<file path="src/rtl/jb_imu.sv">
// -----------------------------------------------------------------------------
// jb_imu -- SPI (mode 0) master that reads one attitude/rate/acceleration frame
// from an IMU slave on request.
//
// One frame:
//   byte 0      : CMD_BYTE sent to the slave, the byte received is discarded
//   bytes 1..18 : 8'h00 sent, the received bytes form nine big-endian words
//                 roll, pitch, yaw, roll_rate, pitch_rate, yaw_rate,
//                 accel_x, accel_y, accel_z
//   byte 19     : (only with JB_IMU_CHECKSUM_EN defined) 8'h00 sent, the
//                 received byte must equal the mod-256 sum of bytes 1..18 for
//                 the outputs to be updated
//
// Optional feature macro: JB_IMU_CHECKSUM_EN (undefined by default).
//
// SPI timing (mode 0): SCK idles low. Each bit is a low half followed by a
// high half, each CLK_DIV clocks, so a byte occupies 16*CLK_DIV clocks in
// XFER. MISO is sampled on the rising SCK edge; MOSI changes on the falling
// edge (or in SETUP, before the first rise). Between bytes SS stays low and
// SCK stays low for BYTE_GAP clocks (GAP), followed by the first low half of
// the next byte.
//
// Ports:
//   clock       in   system clock
//   reset       in   asynchronous active-low reset
//   start       in   one-cycle frame request, honoured only in IDLE
//   roll..accel_z out 16-bit words, updated together at frame end
//   done        out  one-cycle frame-complete pulse
//   miso        in   SPI data from slave
//   mosi        out  SPI data to slave
//   sck         out  SPI clock
//   ss          out  SPI slave select, active-low
//
// Handshake: start is a request sampled on every clock edge while the FSM is
// in IDLE; it is ignored (not queued) in every other state. done is a pure
// one-clock strobe with no acknowledge; the nine words are valid from the
// done cycle onward and hold until the next successful frame.
//
// The FSM state register (state_q) is named and typed for direct probing.
// -----------------------------------------------------------------------------
module jb_imu #(
  parameter int unsigned CLK_DIV  = 4,
  parameter int unsigned BYTE_GAP = 8,
  parameter logic [7:0]  CMD_BYTE = 8'h01
) (
  input  logic        clock,
  input  logic        reset,
  input  logic        start,
  output logic [15:0] roll,
  output logic [15:0] pitch,
  output logic [15:0] yaw,
  output logic [15:0] roll_rate,
  output logic [15:0] pitch_rate,
  output logic [15:0] yaw_rate,
  output logic [15:0] accel_x,
  output logic [15:0] accel_y,
  output logic [15:0] accel_z,
  output logic        done,
  input  logic        miso,
  output logic        mosi,
  output logic        sck,
  output logic        ss
);

  typedef enum logic [2:0] {
    S_IDLE   = 3'd0,
    S_SETUP  = 3'd1,
    S_XFER   = 3'd2,
    S_GAP    = 3'd3,
    S_FINISH = 3'd4
  } state_t;

  // Timer must hold values up to max(CLK_DIV, BYTE_GAP) - 1.
  localparam int unsigned TMAX = (CLK_DIV > BYTE_GAP) ? CLK_DIV : BYTE_GAP;
  localparam int unsigned CW   = (TMAX > 1) ? $clog2(TMAX) : 1;
  localparam logic [CW-1:0] DIV_LOAD = CW'(CLK_DIV - 1);
  localparam logic [CW-1:0] GAP_LOAD = CW'(BYTE_GAP - 1);

  localparam logic [4:0] FIRST_DATA = 5'd1;
  localparam logic [4:0] LAST_DATA  = 5'd18;
`ifdef JB_IMU_CHECKSUM_EN
  localparam logic [4:0] LAST_BYTE  = 5'd19;
`else
  localparam logic [4:0] LAST_BYTE  = 5'd18;
`endif

  state_t        state_q;
  logic [CW-1:0] cnt_q;      // half-period / gap / setup timer, counts down
  logic [2:0]    bit_q;      // bit index within the current byte
  logic [4:0]    byte_q;     // byte index within the frame
  logic [6:0]    tx_q;       // bits of the current byte still to be sent
  logic [7:0]    rx_q;       // receive shift register
  logic [7:0]    sum_q;      // running mod-256 sum of data bytes
  logic [143:0]  shadow_q;   // received data bytes, byte 1 ends up in [143:136]
  logic          sck_q;
  logic          ss_q;
  logic          mosi_q;
  logic          done_q;
  logic [15:0]   roll_q, pitch_q, yaw_q;
  logic [15:0]   roll_rate_q, pitch_rate_q, yaw_rate_q;
  logic [15:0]   accel_x_q, accel_y_q, accel_z_q;

  // Shadow contents including the byte completing on this falling edge, so
  // that without the checksum byte the last data byte lands in the outputs
  // in the same edge that enters FINISH.
  logic          is_data_byte;
  logic [143:0]  shadow_nxt;
  logic          frame_ok;

  always_comb begin
    is_data_byte = (byte_q >= FIRST_DATA) && (byte_q <= LAST_DATA);
    shadow_nxt   = shadow_q;
    if (is_data_byte) begin
      shadow_nxt = {shadow_q[135:0], rx_q};
    end
`ifdef JB_IMU_CHECKSUM_EN
    // rx_q holds the checksum byte when the last byte completes.
    frame_ok = (rx_q == sum_q);
`else
    frame_ok = 1'b1;
`endif
  end

  always_ff @(posedge clock or negedge reset) begin
    if (!reset) begin
      state_q      <= S_IDLE;
      cnt_q        <= '0;
      bit_q        <= '0;
      byte_q       <= '0;
      tx_q         <= '0;
      rx_q         <= '0;
      sum_q        <= '0;
      shadow_q     <= '0;
      sck_q        <= 1'b0;
      ss_q         <= 1'b1;
      mosi_q       <= 1'b0;
      done_q       <= 1'b0;
      roll_q       <= '0;
      pitch_q      <= '0;
      yaw_q        <= '0;
      roll_rate_q  <= '0;
      pitch_rate_q <= '0;
      yaw_rate_q   <= '0;
      accel_x_q    <= '0;
      accel_y_q    <= '0;
      accel_z_q    <= '0;
    end else begin
      done_q <= 1'b0;
      case (state_q)
        S_IDLE: begin
          ss_q   <= 1'b1;
          sck_q  <= 1'b0;
          mosi_q <= 1'b0;
          if (start) begin
            state_q  <= S_SETUP;
            ss_q     <= 1'b0;
            mosi_q   <= CMD_BYTE[7];
            tx_q     <= CMD_BYTE[6:0];
            cnt_q    <= DIV_LOAD;
            bit_q    <= '0;
            byte_q   <= '0;
            sum_q    <= '0;
          end
        end

        S_SETUP: begin
          if (cnt_q == '0) begin
            state_q <= S_XFER;
            cnt_q   <= DIV_LOAD;
          end else begin
            cnt_q <= cnt_q - CW'(1);
          end
        end

        S_XFER: begin
          if (cnt_q != '0) begin
            cnt_q <= cnt_q - CW'(1);
          end else begin
            cnt_q <= DIV_LOAD;
            if (!sck_q) begin
              // Rising edge: sample MISO.
              sck_q <= 1'b1;
              rx_q  <= {rx_q[6:0], miso};
            end else begin
              // Falling edge: present next bit or close the byte.
              sck_q <= 1'b0;
              if (bit_q != 3'd7) begin
                bit_q  <= bit_q + 3'd1;
                mosi_q <= tx_q[6];
                tx_q   <= {tx_q[5:0], 1'b0};
              end else begin
                bit_q    <= '0;
                shadow_q <= shadow_nxt;
                if (is_data_byte) begin
                  sum_q <= sum_q + rx_q;
                end
                if (byte_q == LAST_BYTE) begin
                  state_q <= S_FINISH;
                  ss_q    <= 1'b1;
                  done_q  <= 1'b1;
                  mosi_q  <= 1'b0;
                  if (frame_ok) begin
                    roll_q       <= shadow_nxt[143:128];
                    pitch_q      <= shadow_nxt[127:112];
                    yaw_q        <= shadow_nxt[111:96];
                    roll_rate_q  <= shadow_nxt[95:80];
                    pitch_rate_q <= shadow_nxt[79:64];
                    yaw_rate_q   <= shadow_nxt[63:48];
                    accel_x_q    <= shadow_nxt[47:32];
                    accel_y_q    <= shadow_nxt[31:16];
                    accel_z_q    <= shadow_nxt[15:0];
                  end
                end else begin
                  // All bytes after the command are 8'h00.
                  state_q <= S_GAP;
                  byte_q  <= byte_q + 5'd1;
                  cnt_q   <= GAP_LOAD;
                  tx_q    <= '0;
                  mosi_q  <= 1'b0;
                end
              end
            end
          end
        end

        S_GAP: begin
          if (cnt_q == '0) begin
            state_q <= S_XFER;
            cnt_q   <= DIV_LOAD;
          end else begin
            cnt_q <= cnt_q - CW'(1);
          end
        end

        S_FINISH: begin
          state_q <= S_IDLE;
          ss_q    <= 1'b1;
          sck_q   <= 1'b0;
        end

        default: begin
          state_q <= S_IDLE;
          ss_q    <= 1'b1;
          sck_q   <= 1'b0;
          mosi_q  <= 1'b0;
        end
      endcase
    end
  end

  assign sck        = sck_q;
  assign ss         = ss_q;
  assign mosi       = mosi_q;
  assign done       = done_q;
  assign roll       = roll_q;
  assign pitch      = pitch_q;
  assign yaw        = yaw_q;
  assign roll_rate  = roll_rate_q;
  assign pitch_rate = pitch_rate_q;
  assign yaw_rate   = yaw_rate_q;
  assign accel_x    = accel_x_q;
  assign accel_y    = accel_y_q;
  assign accel_z    = accel_z_q;

endmodule

</file>
<file path="config.mk">
export PLATFORM = sky130hd
export DESIGN_NAME = jb_imu
export DESIGN_NICKNAME = d
export VERILOG_FILES = /design/src/rtl/jb_imu.sv
export SDC_FILE = /design/constraint.sdc
export NUM_CORES = 1
export LEC_CHECK = 0
export ABC_AREA = 1
export CAP_MARGIN = 25
export CELL_PAD_IN_SITES_DETAIL_PLACEMENT = 1
export CELL_PAD_IN_SITES_GLOBAL_PLACEMENT = 1
export CORE_MARGIN = 4
export CORE_UTILIZATION = 35
export DETAILED_ROUTE_END_ITERATION = 10
export GPL_TIMING_DRIVEN = 1
export PLACE_DENSITY = 0.81
export SLEW_MARGIN = 15
export SYNTH_ARGS = -nofsm -noshare
export SYNTH_HDL_FRONTEND = slang
export SYNTH_SLANG_ARGS = --single-unit
</file>
<file path="constraint.sdc">
create_clock -name clock -period 1.6 [get_ports clock]
set_input_delay 0.32 -clock clock [delete_from_list [all_inputs] [get_ports clock]]
set_output_delay 0.32 -clock clock [all_outputs]
set_load 0.01 [all_outputs]
</file>
## Yosys cells after proc, flatten, opt, wreduce, memory -nomap -nowiden

Index checks and enable logic that the tools add are counted.

- Reductions and logical operators: 19
- Equality and inequality tests: 14
- Add/subtract/negate cells: 3
- $lt $le $gt $ge: 2
- Bitwise logic cells: 5
- Multiplexer cells: 50

Operators by type and width:

| cell | number |
|---|---|
| 144-bit two-way mux | 1 |
| 3-bit two-way mux | 16 |
| 7-bit two-way mux | 5 |
| 5-bit two-way mux | 5 |
| 5-bit AND reduction | 4 |
| 3-bit one-hot mux with 3 select lines | 2 |
| 1-bit two-way mux | 15 |
| 7-bit one-hot mux with 2 select lines | 1 |
| 2-bit != test, second input constant | 6 |
| 5-bit one-hot mux with 2 select lines | 1 |
| 4-bit AND reduction | 2 |
| 3-bit by 2-bit equality test with 1-bit output, second input constant | 2 |
| 3-bit logical NOT | 2 |
| 3-bit != test, second input constant | 2 |
| 3-bit one-hot mux with 2 select lines | 1 |
| 3-bit AND reduction | 2 |
| 6-bit AND reduction | 1 |
| 3-bit nonzero test | 2 |
| 5-bit by 1-bit adder with 5-bit output, second input constant | 1 |
| 5-bit equality test, second input constant | 1 |
| 5-bit by 1-bit greater-or-equal comparator with 1-bit output, second input constant | 1 |
| 5-bit <= comparator, second input constant | 1 |
| 1-bit NOT | 5 |
| 1-bit one-hot mux with 2 select lines | 2 |
| other kinds (11) | 12 |

- Output and inout bits: 148
- Bits of input ports: 4
- Logic and storage cells: 113
- Register bits: 321

## Longest topological paths before layout

- Word-level depth: 6
- Depth in mapped cells: 12
- Gate-level depth less buffers: 11

## Worst setup path before layout

OpenSTA, ideal clock, no wires.

- Kind: reg2reg
- Start: register cnt_q[0]
- End: register pitch_q[0], in the netlist pitch[0]
- Arrival time: 1.547 ns
- Cell stages (with the launch flop): 12
- Setup slack: -0.064 ns
- Library setup time: 0.118 ns
- Path buffers: 2
- Period minus slack after synthesis: 1.664 ns
- Data required time: 1.482 ns
- Cells stage by stage: dfrtp_1 > inv_1 > ha_1 > inv_1 > nor2_1 > nand2_1 > nor2_1 > nand3_2 > buf_2 > buf_2 > nand2_1 > nand2_1

- Cells in the longest elaborated chain, start to end: 3

Ends and longest elaborated chain:

| element | line | RTL |
|---|---|---|
| from (decl) | 88 | `logic [CW-1:0] cnt_q;` |
| from (signal assigned) | 171 | `cnt_q <= cnt_q - CW'(1);` |
| from (signal assigned) | 177 | `cnt_q <= cnt_q - CW'(1);` |
| from (signal assigned) | 231 | `cnt_q <= cnt_q - CW'(1);` |
| 3-bit nonzero test | 176 | `if (cnt_q != '0) begin` |
| 1-bit NOT (no source line) | -- |  |
| 5-bit AND reduction (no source line) | -- |  |
| to (signal assigned) | 204 | `pitch_q <= shadow_nxt[127:112];` |
| to (decl) | 99 | `logic [15:0] roll_q, pitch_q, yaw_q;` |

No other way between the ends.
A chain may end at the register's enable or synchronous reset.

## Worst setup path after layout

- Start: register byte_q[1]
- End: register yaw_q[15], in the netlist yaw[15]

- Cells in the longest elaborated chain, start to end: 3
- Elaborated cells between the ends (all ways): 6
- Those cells by class: order compare: 2; eq/ne: 1; mux: 1; reduce/logical: 2

Ends and longest elaborated chain:

| element | line | RTL |
|---|---|---|
| from (decl) | 90 | `logic [4:0] byte_q;` |
| from (signal assigned) | 216 | `byte_q <= byte_q + 5'd1;` |
| 5-bit by 1-bit greater-or-equal comparator with 1-bit output / 5-bit <= comparator (equally long branches) | 111 | `is_data_byte = (byte_q >= FIRST_DATA) && (byte_q <= LAST_DATA);` |
| 1-bit logical AND | 111 |  |
| 144-bit two-way mux | 113 | `if (is_data_byte) begin` |
| to (signal assigned) | 205 | `yaw_q <= shadow_nxt[111:96];` |
| to (decl) | 99 |  |

Parallel ways exist; a longest one is shown, timed or not.

==> metrics.txt <==
# TYPE chip_impl_metric gauge
chip_impl_metric{name="numPlacedInstances",unit=""} 2593
chip_impl_metric{name="rows",unit=""} 75
chip_impl_metric{name="net_count_of_the_mapped_netlist",unit=""} 1931
chip_impl_metric{name="ir_drop",unit="uV"} 585.8
chip_impl_metric{name="final_cycle_share",unit="%"} 122.4
chip_impl_metric{name="ctsLongestPathBuffers",unit=""} 3
chip_impl_metric{name="finish.net_count",unit=""} 2216
chip_impl_metric{name="tightestPinTransition",unit="ns"} 0.4407
chip_impl_metric{name="power.density_cell_area",unit="nW/um^2"} 765.9
chip_impl_metric{name="cts_made_buffers",unit=""} 38
chip_impl_metric{name="route.detailed.vias_per_inst",unit=""} 5.694
chip_impl_info{name="crit_path_frequent_cell",value="nand3_1"} 1
chip_impl_metric{name="num_vias",unit=""} 15780
chip_impl_info{name="synth_area_leaders",value="dfrtp_1, nand2_1, nand3_1"} 1
chip_impl_metric{name="grt.total_usage",unit="%"} 25.27
chip_impl_info{name="critical_setup_path_class",value="flip-flop to flip-flop"} 1
chip_impl_info{name="critical_path.slowest_cell",value="dfrtp_1"} 1
chip_impl_info{name="timing.hold.worst.class",value="input port to async pin"} 1
chip_impl_metric{name="drc",unit=""} 0
chip_impl_metric{name="max_clock_freq",unit="GHz"} 0.5105
chip_impl_metric{name="worst_case_clock_skew",unit="ns"} 0.03431
chip_impl_metric{name="final.setup.worst_slack",unit="ns"} -0.3590
chip_impl_info{name="crit_path_cell_trace",value="inv_1 -> ha_2 -> nor2_4 -> nand3_4 -> bufbuf_16 -> buf_4 -> nand3_1 -> nand3_1 -> nand2_1"} 1
chip_impl_info{name="reg2reg_to",value="yaw[15]$_DFFE_PN0P_"} 1
chip_impl_metric{name="antenna_found_initial",unit=""} 0
chip_impl_metric{name="detailedRoute.firstPassIterationCount",unit=""} 7
chip_impl_info{name="crit_path_end_kind",value="flip-flop"} 1
chip_impl_metric{name="antenna_violating_nets_post_route",unit=""} 0
chip_impl_metric{name="post-dp-hpwl",unit="um"} 31610
chip_impl_metric{name="core_area",unit="um^2"} 42130
chip_impl_metric{name="grt_start_max_net_pins",unit=""} 83
chip_impl_metric{name="r2r.worst_path.cells",unit=""} 9
chip_impl_metric{name="die_h",unit="um"} 214.7
chip_impl_info{name="postSynth.topFlopCell",value="dfrtp_1"} 1
chip_impl_metric{name="worst_case_register_to_register_setup_slack",unit="ns"} -0.36
chip_impl_metric{name="synth_edf_count",unit=""} 0
chip_impl_metric{name="grt_ovf",unit=""} 0
chip_impl_metric{name="p_total",unit="mW"} 17.78
chip_impl_metric{name="first_iter_violations",unit=""} 1266
chip_impl_metric{name="worst_ep_arrival_time",unit="ns"} 2.45
chip_impl_metric{name="postSynthAreaPerCell",unit="um^2"} 7.791
chip_impl_info{name="root_buffer",value="clkbuf_16"} 1
chip_impl_metric{name="preCtsSetupSlack",unit="ns"} -0.2835
chip_impl_metric{name="synth.distinct_cells",unit=""} 31
chip_impl_metric{name="max-slew-margin-rel",unit="%"} 70.62
chip_impl_metric{name="synth.cell_area",unit="um^2"} 14960
chip_impl_metric{name="maxCapViolCount",unit=""} 0
chip_impl_metric{name="htreeDepth",unit=""} 2
chip_impl_metric{name="clkSlewWorstSetupHoldPaths",unit="ns"} 0.07
chip_impl_metric{name="drt_wl_total",unit="um"} 71170
chip_impl_info{name="list_of_most_frequent_post_synthesis_cells",value="nand2_1, nand3_1, dfrtp_1, inv_1, buf_2"} 1
chip_impl_info{name="status",value="finished with violations"} 1
chip_impl_info{name="worstReg2RegStart",value="byte_q[1]$_DFFE_PN0P_"} 1
chip_impl_metric{name="wl_per_cell",unit="um"} 25.68
chip_impl_metric{name="critPathMaxFanout",unit=""} 8
chip_impl_metric{name="area_delta_synth_final",unit="%"} 55.22
chip_impl_metric{name="critPathBufInv",unit=""} 3
chip_impl_metric{name="cp_data_required_time",unit="ns"} 2.09
chip_impl_metric{name="wire_length_of_the_first_global_routing_pass",unit="um"} 94140
chip_impl_info{name="post-synth-top-area-cell",value="dfrtp_1"} 1
chip_impl_metric{name="synthArstFlopShare",unit="%"} 100.0
chip_impl_metric{name="hold_violations",unit=""} 0
chip_impl_info{name="critPathTopFamily",value="simple AND/OR/NAND/NOR gates"} 1
chip_impl_metric{name="clock_latency",unit="ns"} 0.58
chip_impl_info{name="start_kind",value="flip-flop"} 1
chip_impl_info{name="most_frequent_cell_after_synthesis",value="nand2_1"} 1
chip_impl_metric{name="slew_viol_final",unit=""} 0
chip_impl_metric{name="die_w",unit="um"} 214.7
chip_impl_metric{name="synth.ff_latch_count",unit=""} 321
chip_impl_metric{name="synth-warning-count",unit=""} 0
chip_impl_info{name="grt_setup_unrepaired",value="true"} 1
chip_impl_metric{name="start_util",unit="%"} 35.50
chip_impl_metric{name="syn-instance-count",unit=""} 1920
chip_impl_metric{name="final_core_util",unit="%"} 55.10
chip_impl_metric{name="antenna_cells",unit=""} 0
chip_impl_metric{name="finalNonFillerCells",unit=""} 2771
chip_impl_metric{name="finalSetupViolations",unit=""} 348
chip_impl_metric{name="pin_count",unit=""} 152
chip_impl_info{name="violations",value="setup timing"} 1
chip_impl_metric{name="io_buffer_count",unit=""} 151
chip_impl_metric{name="grt_pass1_vias",unit=""} 16580
chip_impl_metric{name="gp_congestion",unit=""} 0.8104
chip_impl_metric{name="fin_crit",unit="ns"} 1.959
chip_impl_info{name="tritoncts",value="yes"} 1
chip_impl_metric{name="cts_sinks",unit=""} 321
chip_impl_metric{name="drive_gt1_share",unit="%"} 29.97
chip_impl_metric{name="critical-path-max-stage-delay",unit="ns"} 0.42
chip_impl_metric{name="critical_path_depth",unit=""} 9
chip_impl_metric{name="synth_top_area_share",unit="%"} 53.53
chip_impl_metric{name="die-area",unit="um^2"} 46110
chip_impl_metric{name="p_leak",unit="nW"} 12.08
chip_impl_metric{name="ys_seq_area_share",unit="%"} 53.71
how the worst max path moves through the flow:
stage,start,slack (ns),end
floorplan,byte_q[0]$_DFFE_PN0P_,-0.02,accel_x[0]$_DFFE_PN0P_
CTS,byte_q[0]$_DFFE_PN0P_,-0.23,pitch_rate[3]$_DFFE_PN0P_
detailed placement,cnt_q[1]$_DFFE_PN0P_,-0.28,accel_x[1]$_DFFE_PN0P_
finish,byte_q[1]$_DFFE_PN0P_,-0.36,yaw[15]$_DFFE_PN0P_
global placement,cnt_q[1]$_DFFE_PN0P_,-0.23,accel_x[1]$_DFFE_PN0P_
global route,byte_q[1]$_DFFE_PN0P_,-0.40,shadow_q[105]$_DFFE_PN0P_
metal layers:
layer  up-vias  part of all wire (%)  global-route usage [%]
met1      8103                    38                   31.67
met3       278                   6.3                   4.449
met4         0                   6.1                   10.98
met5         -                     0                       0
met2       735                    50                   43.03
li1       6661                     -                       -
per-stage QoR:
step,hold slack [ns],setup TNS [ns],area (um^2)
floorplan,0.02441,-1.849,14980
global placement,0.2241,-32.24,17790
detailed placement,0.2254,-51.75,17790
CTS,0.2211,-50.90,21020
global route,0.2429,-98.95,23220
finish,0.2315,-79.88,23220
cells by family (layout without fill, tap and decap cells):
group / after synthesis / count (layout) / share of synthesized area (%)
compound gates: 13 / 13 / 0.4600
flops: 321 / 321 / 53.71
xor+xnor: 2 / 2 / 0.1171
simple gates: 1293 / 1295 / 36.81
buf+inv: 284 / 594 / 8.314
fa+ha+maj: 7 / 7 / 0.5855
cell usage in the layout (no fill, tap or decap), types with 4 or more instances in the layout:
master,n
nand2_1,641
dfrtp_1,317
nand3_1,256
nand3_2,184
inv_1,163
nand2_2,90
dlygate4sd2_1,84
nand2_4,71
buf_4,63
clkbuf_16,54
buf_12,50
clkdlybuf4s15_1,37
buf_16,31
buf_6,30
clkdlybuf4s50_1,24
nand3_4,19
nor2_1,11
clkbuf_8,10
nor2_4,9
o21ai_0,9
buf_8,9
inv_2,7
nand2_8,6
clkbuf_1,6
bufinv_16,4
bufbuf_16,4
clkdlybuf4s15_2,4
sequential cells by signal (all words and copies together), names as in the netlist, 8 cells and up:
name,count
roll,16
accel_y,16
shadow_q,144
rx_q,8
accel_z,16
pitch_rate,16
accel_x,16
pitch,16
roll_rate,16
yaw_rate,16
yaw,16
where the power goes:
| group | internal (mW) | total (mW) | switching (mW) | leakage (nW) |
|---|---|---|---|---|
| registers | 8.12 | 8.13 | 0.00523 | 4.45 |
| clock network | 5.60 | 9.42 | 3.82 | 0.650 |
| logic | 0.0415 | 0.231 | 0.189 | 6.98 |
what timing repair did:
action	in CTS	in global routing
hold buffers	1	0
endpoints found under the setup margin	455	372
cloned	33	20
hold endpoints to repair	134	0
pin swaps	41	106
resized for setup	336	417
buffers inserted	44	17
final cells by class:
cell class,count,area [um^2]
clock buffers,55,1136
clock inverters,12,192.7
fillers,4610,18920
inverters,173,674.4
multi-input cells,1317,7766
flip-flops and latches,321,8038
well taps,539,674.4
repair buffers,353,4720
repair inverters,1,16.27
(Power assumes the default switching activity.)
